File: config.mk
export PLATFORM = sky130hd
export DESIGN_NAME = seg_counter_mux
export DESIGN_NICKNAME = d
export VERILOG_FILES = /design/src/rtl/seg_counter_mux.sv
export SDC_FILE = /design/constraint.sdc
export NUM_CORES = 1
export LEC_CHECK = 0
export CAP_MARGIN = 20
export CORE_ASPECT_RATIO = 0.8
export CORE_MARGIN = 4
export CORE_UTILIZATION = 48
export DETAILED_ROUTE_END_ITERATION = 7
export PLACE_DENSITY = 0.79
export SYNTH_ARGS = -nofsm -noshare
export SYNTH_HDL_FRONTEND = slang
export SYNTH_SLANG_ARGS = --single-unit
File: constraint.sdc
create_clock -name clk -period 6.65 [get_ports clk]
set_input_delay 1.33 -clock clk [delete_from_list [all_inputs] [get_ports clk]]
set_output_delay 1.33 -clock clk [all_outputs]
set_load 0.05 [all_outputs]
File: src/rtl/seg_counter_mux.sv
// seg_counter_mux
//   Multi-digit hex/BCD up/down counter with a time-multiplexed, active-low
//   7-segment driver. Runs entirely on clk. The scan and count rates come from
//   free-running prescalers that issue one-clock tick enables.
//
// Parameters
//   DIGITS    : number of digits (1..8); the counter is 4*DIGITS bits wide
//   SCAN_DIV  : scan prescaler width; a scan tick occurs every 2^SCAN_DIV clocks
//   COUNT_DIV : count prescaler width; a count tick occurs every 2^COUNT_DIV clocks
//
// Ports
//   clk        : system clock, the only clock
//   rst_n      : asynchronous active-low reset
//   en         : count enable, applied when the registered count tick fires
//   up         : 1 = increment, 0 = decrement
//   bcd        : 1 = digits count 0-9, 0 = digits count 0-F
//   load       : synchronous load strobe; it has priority over a count step
//   load_value : value loaded on load (digits above 9 are clamped in BCD mode)
//   count      : registered counter value
//   wrap       : one-clock pulse when a step wraps the counter
//   seg        : segments a-g on bits 0-6 and dp on bit 7, all active-low
//   sel        : one-hot active-low digit select; bit 0 is the LS digit
//
// Build option
//   SEG_COUNTER_LZB_EN : when defined, leading zeros are blanked. Digit 0 is
//                        never blanked.

module seg_counter_mux #(
  parameter int DIGITS    = 4,
  parameter int SCAN_DIV  = 16,
  parameter int COUNT_DIV = 24
) (
  input  logic                  clk,
  input  logic                  rst_n,
  input  logic                  en,
  input  logic                  up,
  input  logic                  bcd,
  input  logic                  load,
  input  logic [4*DIGITS-1:0]   load_value,
  output logic [4*DIGITS-1:0]   count,
  output logic                  wrap,
  output logic [7:0]            seg,
  output logic [DIGITS-1:0]     sel
);

  localparam int CW    = 4 * DIGITS;
  localparam int IDX_W = (DIGITS > 1) ? $clog2(DIGITS) : 1;

  logic [SCAN_DIV-1:0]  scan_pre_r;
  logic [COUNT_DIV-1:0] count_pre_r;
  logic                 scan_tick_s;
  logic                 count_tick_s;
  logic                 count_tick_r;
  logic [IDX_W-1:0]     digit_idx_r;
  logic [CW-1:0]        count_r;
  logic                 wrap_r;
  logic [7:0]           seg_r;
  logic [DIGITS-1:0]    sel_r;

  logic [CW-1:0]        base_s;
  logic [CW-1:0]        step_s;
  logic                 step_wrap_s;
  logic                 carry_s;
  logic [3:0]           dig_s;
  logic [3:0]           max_s;
  logic [CW-1:0]        load_s;
  logic [3:0]           nib_s;
  logic                 cur_blank_s;
  logic [DIGITS-1:0]    blank_s;

  // Replace every nibble above 9 with 9
  function automatic logic [CW-1:0] clamp_bcd(input logic [CW-1:0] v);
    logic [CW-1:0] r;
    r = v;
    for (int i = 0; i < DIGITS; i++) begin
      if (v[4*i +: 4] > 4'd9) begin
        r[4*i +: 4] = 4'd9;
      end else begin
        r[4*i +: 4] = v[4*i +: 4];
      end
    end
    return r;
  endfunction

  // Active-low 7-segment font, dp (bit 7) kept off
  function automatic logic [7:0] seg_font(input logic [3:0] n);
    logic [7:0] f;
    case (n)
      4'h0:    f = 8'hC0;
      4'h1:    f = 8'hF9;
      4'h2:    f = 8'hA4;
      4'h3:    f = 8'hB0;
      4'h4:    f = 8'h99;
      4'h5:    f = 8'h92;
      4'h6:    f = 8'h82;
      4'h7:    f = 8'hF8;
      4'h8:    f = 8'h80;
      4'h9:    f = 8'h90;
      4'hA:    f = 8'h88;
      4'hB:    f = 8'h83;
      4'hC:    f = 8'hC6;
      4'hD:    f = 8'hA1;
      4'hE:    f = 8'h86;
      4'hF:    f = 8'h8E;
      default: f = 8'hFF;
    endcase
    return f;
  endfunction

  assign scan_tick_s  = &scan_pre_r;
  assign count_tick_s = &count_pre_r;

  // Free-running prescalers; the count tick is registered so a step lands one clock after its tick
  always_ff @(posedge clk or negedge rst_n) begin
    if (!rst_n) begin
      scan_pre_r   <= {SCAN_DIV{1'b0}};
      count_pre_r  <= {COUNT_DIV{1'b0}};
      count_tick_r <= 1'b0;
    end else begin
      scan_pre_r   <= scan_pre_r + SCAN_DIV'(1);
      count_pre_r  <= count_pre_r + COUNT_DIV'(1);
      count_tick_r <= count_tick_s;
    end
  end

  // Digit index advances on every scan tick and wraps after the last digit
  always_ff @(posedge clk or negedge rst_n) begin
    if (!rst_n) begin
      digit_idx_r <= IDX_W'(0);
    end else if (scan_tick_s) begin
      if (digit_idx_r == IDX_W'(DIGITS - 1)) begin
        digit_idx_r <= IDX_W'(0);
      end else begin
        digit_idx_r <= digit_idx_r + IDX_W'(1);
      end
    end else begin
      digit_idx_r <= digit_idx_r;
    end
  end

  // Ripple a +1/-1 through the digits in the selected radix; the carry out is the wrap
  always_comb begin
    max_s   = bcd ? 4'd9 : 4'hF;
    // BCD digits above 9 count as 9 before the step
    base_s  = bcd ? clamp_bcd(count_r) : count_r;
    step_s  = base_s;
    carry_s = 1'b1;
    dig_s   = 4'h0;
    for (int i = 0; i < DIGITS; i++) begin
      dig_s = base_s[4*i +: 4];
      if (carry_s) begin
        if (up) begin
          if (dig_s == max_s) begin
            dig_s   = 4'h0;
            carry_s = 1'b1;
          end else begin
            dig_s   = dig_s + 4'd1;
            carry_s = 1'b0;
          end
        end else begin
          if (dig_s == 4'h0) begin
            dig_s   = max_s;
            carry_s = 1'b1;
          end else begin
            dig_s   = dig_s - 4'd1;
            carry_s = 1'b0;
          end
        end
      end else begin
        dig_s = base_s[4*i +: 4];
      end
      step_s[4*i +: 4] = dig_s;
    end
    step_wrap_s = carry_s;
  end

  // Load value, clamped to 9 per digit in BCD mode
  always_comb begin
    if (bcd) begin
      load_s = clamp_bcd(load_value);
    end else begin
      load_s = load_value;
    end
  end

  // Counter and wrap pulse; load wins over a coincident count tick
  always_ff @(posedge clk or negedge rst_n) begin
    if (!rst_n) begin
      count_r <= {CW{1'b0}};
      wrap_r  <= 1'b0;
    end else if (load) begin
      count_r <= load_s;
      wrap_r  <= 1'b0;
    end else if (count_tick_r && en) begin
      count_r <= step_s;
      wrap_r  <= step_wrap_s;
    end else begin
      count_r <= count_r;
      wrap_r  <= 1'b0;
    end
  end

`ifdef SEG_COUNTER_LZB_EN
  logic lead_zero_s;

  // Blank each digit above the most-significant non-zero digit; digit 0 always shows
  always_comb begin
    lead_zero_s = 1'b1;
    blank_s     = {DIGITS{1'b0}};
    for (int i = DIGITS - 1; i > 0; i--) begin
      lead_zero_s = lead_zero_s & (count_r[4*i +: 4] == 4'h0);
      blank_s[i]  = lead_zero_s;
    end
  end
`else
  assign blank_s = {DIGITS{1'b0}};
`endif

  // Pick the nibble and the blank flag of the digit currently being scanned
  always_comb begin
    nib_s       = 4'h0;
    cur_blank_s = 1'b0;
    for (int i = 0; i < DIGITS; i++) begin
      if (digit_idx_r == IDX_W'(i)) begin
        nib_s       = count_r[4*i +: 4];
        cur_blank_s = blank_s[i];
      end else begin
        nib_s       = nib_s;
        cur_blank_s = cur_blank_s;
      end
    end
  end

  // sel and seg are registered together every clock so they never skew
  always_ff @(posedge clk or negedge rst_n) begin
    if (!rst_n) begin
      sel_r <= {DIGITS{1'b1}};
      seg_r <= 8'hFF;
    end else begin
      sel_r <= ~(DIGITS'(1) << digit_idx_r);
      seg_r <= cur_blank_s ? 8'hFF : seg_font(nib_s);
    end
  end

  assign count = count_r;
  assign wrap  = wrap_r;
  assign seg   = seg_r;
  assign sel   = sel_r;

endmodule
**After elaboration in Yosys (flattened, before gate mapping)**

Memory sizes are Yosys's and may differ from the RTL's. A register that Yosys moved wholly into a read port is not among the register bits.
Cells that the tools add are included.

- Bits in registers: 72
- ROM bits: 112
- Output and inout port bits: 29
- Memories kept: 1

- $add $sub $neg: 11
- Magnitude comparators: 8
- Eq/ne operators: 7
- Shifts and indexed selects: 1
- Mux-type cells: 50
- Bitwise operators: 1
- Reduce and logical (&&, ||, !) cells: 10

Memories:

| memory | words | bits a word | rd ports | clocked after Yosys merged registers in | wr ports | line | source |
|---|---|---|---|---|---|---|---|
| (no name shown) | 16 | 7 | 1 | 1 | 0 | 88 | `case (n)` |

Operators with widths:

| kind | count |
|---|---|
| 2-to-1 mux 4 bit | 27 |
| 2-to-1 mux 16 bit | 4 |
| > comparator 4 bit (second input constant) | 8 |
| adder 24 x 1 -> 24 bit (second input constant) | 1 |
| AND reduction 24 bit | 1 |
| 2-to-1 mux 1 bit | 17 |
| adder 16 x 1 -> 16 bit (second input constant) | 1 |
| adder 4 x 1 -> 4 bit (second input constant) | 4 |
| == test 4 bit | 4 |
| logical NOT 4 bit | 4 |
| AND reduction 16 bit | 1 |
| subtractor 4 x 1 -> 4 bit (second input constant) | 4 |
| == test 2 bit (second input constant) | 2 |
| NOT 4 bit | 1 |
| << shifter 1 x 2 -> 4 bit (first input constant) | 1 |
| 2-to-1 mux 3 bit | 1 |
| adder 2 x 1 -> 2 bit (second input constant) | 1 |
| == test 2 x 1 -> 1 bit (second input constant) | 1 |
| logical NOT 2 bit | 1 |
| 2-to-1 mux 2 bit | 1 |
| nonzero test 2 bit | 1 |
| logical AND 1 bit | 1 |
| logical NOT 1 bit | 1 |

**Logic depth before layout (Yosys ltp)**

- Word-level depth: 11
- Mapped depth: 11
- Gate-level depth less buffers: 10

**Least setup slack after synthesis**

Ideal clock, no wire load.

- Path type: input to register
- Start: input bcd
- End: register count_r[8], in the netlist count[8]
- Setup time: 0.136 ns
- Arrival: 3.245 ns
- Data required time: 6.514 ns
- Path slack: 3.269 ns
- Cell stages on the path: 10
- Path buffers: 2
- Cell sequence: buf_2 > buf_2 > nand2_1 > nand2_1 > ha_1 > or3b_2 > or2_4 > o21ai_4 > mux2i_1 > o221ai_2

- Word-level cells in the longest chain between the ends: 8

Ends and longest elaborated chain:

| element | line | source |
|---|---|---|
| start: declaration | 37 | `input logic bcd,` |
| branches (longest 7 deep; another with subtractor 4 x 1 -> 4 bit) | -- |  |
| 2-to-1 mux 16 bit (*) | 191 | `end else if (load) begin` |
| end signal: assignment | 192 | `count_r <= load_s;` |
| end signal: assignment | 195 | `count_r <= step_s;` |
| end signal: assignment | 198 | `count_r <= count_r;` |
| end: declaration | 55 | `logic [CW-1:0] count_r;` |

Every way passes the cells marked *. The select of a mux whose other input is x is not followed.
A chain may end at the register's enable or synchronous reset.

**Worst setup path in the final report**

- Start: input bcd
- End: register count_r[15], in the netlist count[15]

- Word-level cells in the longest chain between the ends: 9

Ends and longest elaborated chain:

| element | line | source |
|---|---|---|
| 2-to-1 mux 16 bit / 2-to-1 mux 3 bit (equally long branches) | 145, 143 |  |
| == test 4 bit / logical NOT 4 bit (equally long branches) | 153, 161 |  |
| 2-to-1 mux 1 bit, on equally long branches | 153, 161 |  |
| 2-to-1 mux 1 bit | 152 | `if (up) begin` |
| 2-to-1 mux 1 bit (2 in series) | 151 | `if (carry_s) begin` |
| 2-to-1 mux 4 bit | 151 |  |
| 2-to-1 mux 16 bit | 194 | `end else if (count_tick_r && en) begin` |
| 2-to-1 mux 16 bit (*) | 191 |  |

Every way passes the cells marked *; elsewhere a longest branch is shown, timed or not. The select of a mux whose other input is x is not followed.

==> results.md <==
* Outcome: completed
* Multi-input logic area at 0.002411 sq mm
* Vias in the first global route at 3632
* Post-synth EDFFs at 0
* DPL Wire Length at 7123 um
* Crit path required time at 6.92 ns
* Initial antenna violation count at 0
* Htree depth at 3
* Synthesis-stage register bit count at 71
* Clk_lat worst skew at about 0.34 ns
* CTS Hold Bufs at 0
* FMAX at between 200 and 300 MHz
* Post-layout min period at 3.802 ns
* ANT cells at 0
* Postcts setup bufs at 0
* CP Capture Type: register
* DRC Markers at 0
* Critical Path AT at 4.07 ns
* Peak supply drop at 184.5 uV
* Storage cell area at 0.001790 sq mm
* Mapped Area at 0.004472 sq mm
* Critical path peak fanout at 29
* Worst path slowest cell: clkdlybuf4s50_1
* FILL cells at 786
* Post-synthesis cell type count at 66
* Max-Cap Viols at 0
* RSZ-0062 raised after global routing: false
* Total core area at 0.009076 sq mm
* WL final at 10260 um
* Slowest Stage Delay on Critical Path at 0.46 ns
* Area Growth Syn to Fin at 18.41%
* Total number of vias at 3748
* Leading cell type in the layout, fill and taps excluded: dfrtp_1
* Largest net degree at the start of global routing at 72
* Commonest cells after routing, fill and taps aside: 60 x dfrtp_1, 48 x clkdlybuf4s50_1, 41 x nand2_1, 36 x inv_1, 33 x xnor2_1
* Clock sink count at 71
* Setup WS post-layout at 2.848 ns
* Final nets at roughly 570
* GP Congestion at 0.9296
* Crit-path cells: clkdlybuf4s50_1, buf_4, nand2_1, o21ai_0, inv_1, ha_1, or3b_1, nor3_2, a41o_2, a221o_1, o21ai_1
* Vias per cell at 5.811
* First-pass GRT wire length at 17390 um
* Worst Setup Start Kind: input port
* CTS tree: done
* Fin area at 0.005295 sq mm
* R2R Setup Slk at 3.80 ns
* Power Density at 235.5 mW/mm^2
* Die Area at 0.01093 sq mm
* Hold Slack at roughly 0.46 ns
* DIE HEIGHT at 94.33 um
* FFs w/ async S/R, synth at 100.0%
* Post-DRT Antenna Nets at 0
* Total track usage at 19.95%
* Clock transition at path regs at around 0.06 ns
* Synth Area per Inst at 9.108 sq um
* Drt pass-1 iters at 5
* Die width at 115.9 um
* Area after DPL at 0.004996 sq mm
* Syn Nets at 533
* Endpoints failing hold at 0
* Relative slew slack at 32.42%
* CTS resizes at 0
* Ys Warns at 0
* Min-Delay Path Class: register to register
* Seq/Total Area, Yosys at 40.04%
* Clock buffer depth at 2
* Measured slew at the worst slew-check pin at 1.014 ns
* Final period utilization at between 50% and 60%
* Initial DRC count at 355
* Leakage at around 2.3 nW
* Synthesized instance count at 491
* Pre-CTS WS at roughly 2.6 ns
* IO Count at ~50
* IO Port Bufs at 49
* CTS root buf: clkbuf_16
* Setup Total Neg Slack at 0 ns
* Crit Path Category: input port to register
* Global route total overflow at 0
* Rows at 31
* Initial Util at 49.27%
* Routed WL per cell at 15.91 um
* Clock Skews at between 0.008 and 0.009 ns
* Layout cells sized above 1 at 10.00%
* Primary FF master, synth: dfrtp_1
* Max-slew violations at 0
* CTS Buf Count at 9
* Final setup vio count at 0
-- per-stage QoR --
step / utilization [%] / power, mW / cells
after detailed placement: 55.05 / 0.7692 / 629
after global routing: 58.34 / 1.306 / 645
after global placement: 55.05 / 0.7620 / 629
after floorplan: - / 0.6841 / 491
final: 58.34 / 1.247 / 645
after CTS: 58.34 / 1.255 / 645
-- where the power goes --
part           switching, mW  leakage [nW]  internal [mW]  total (mW)
clock                  0.181         0.146          0.300       0.482
sequential            0.0311         0.890          0.454       0.485
combinational          0.170          1.28          0.110       0.280
total                  0.383          2.31          0.864        1.25
-- layer usage --
metal	share of wire [%]	track usage [%]
met1	44	25.64
met2	47	32.76
met3	7.3	5.894
met4	1.7	5.894
met5	0	0
-- cells in the mapped netlist, types with 3 or more instances --
| cell | instances | share of area, % |
|---|---|---|
| a21o_1 | 5 | 0.84 |
| a21oi_1 | 29 | 3.2 |
| a22oi_1 | 4 | 0.67 |
| a31oi_1 | 9 | 1.3 |
| and2_1 | 3 | 0.42 |
| and3_1 | 8 | 1.1 |
| and4_1 | 3 | 0.59 |
| buf_2 | 9 | 1.0 |
| clkbuf_1 | 19 | 1.6 |
| dfrtp_1 | 60 | 34 |
| dfstp_2 | 11 | 6.5 |
| ha_1 | 20 | 5.6 |
| inv_1 | 36 | 3.0 |
| mux2_2 | 6 | 1.5 |
| mux2i_1 | 7 | 1.6 |
| nand2_1 | 41 | 3.4 |
| nand3_1 | 25 | 2.8 |
| nand4_1 | 9 | 1.3 |
| nor2_1 | 31 | 2.6 |
| nor3_1 | 12 | 1.3 |
| nor3b_1 | 5 | 0.84 |
| o211a_1 | 3 | 0.67 |
| o211ai_1 | 4 | 0.67 |
| o21a_1 | 4 | 0.67 |
| o21ai_0 | 25 | 2.8 |
| o21ai_1 | 3 | 0.34 |
| o21bai_1 | 4 | 0.67 |
| o221ai_1 | 4 | 0.78 |
| o22ai_1 | 3 | 0.42 |
| o31ai_1 | 6 | 1.0 |
| xnor2_1 | 33 | 6.5 |
| xor2_1 | 7 | 1.4 |
-- sequential cells by signal (all words and copies together) (netlist names) --
signal	count
count_tick_r	1
wrap	1
digit_idx_r	2
sel	4
count	16
scan_pre_r	16
count_pre_r	24
seg	7
-- path summary, 6_finish.rpt --
path,from,to,depth (start not counted)
max,bcd,count[15]$_DFFE_PN0P_,11
min,count_pre_r[19]$_DFF_PN0_,count_pre_r[19]$_DFF_PN0_,1
max reg2reg,count[6]$_DFFE_PN0P_,count[8]$_DFFE_PN0P_,8
min reg2reg,count_pre_r[19]$_DFF_PN0_,count_pre_r[19]$_DFF_PN0_,1
max in group asynchronous,rst_n,count[9]$_DFFE_PN0P_,2
min in group asynchronous,rst_n,scan_pre_r[3]$_DFF_PN0_,2
-- kinds of logic after synthesis --
logic type,count (synthesis),share of synthesized area (%)
AND/OR/NAND/NOR,151,16.90
AO/OA/AOI/OAI,127,19.42
flip-flops,71,40.04
buffers and inverters,66,6.044
XOR/XNOR,40,7.834
adder cells (fa/ha/maj),20,5.596
multiplexers,15,4.085
other,1,0.08386
-- area by class of cell --
type                    instances  share of cell area, %
repair buffers                 53                  9.735
clock buffers                  11                  4.584
clock inverters                 5                  1.063
well taps                     115                  2.717
multi-input cells             354                  45.53
flip-flops and latches         71                  33.81
inverters                      36                  2.552
-- critical path, delay by kind of cell --
family / cells / cell delay [ns]
compound gates: 4 / 1.06
fa+ha+maj: 1 / 0.25
buf+inv: 3 / 0.86
simple gates: 3 / 0.55
No activity file was read; power rests on OpenSTA's default activity.
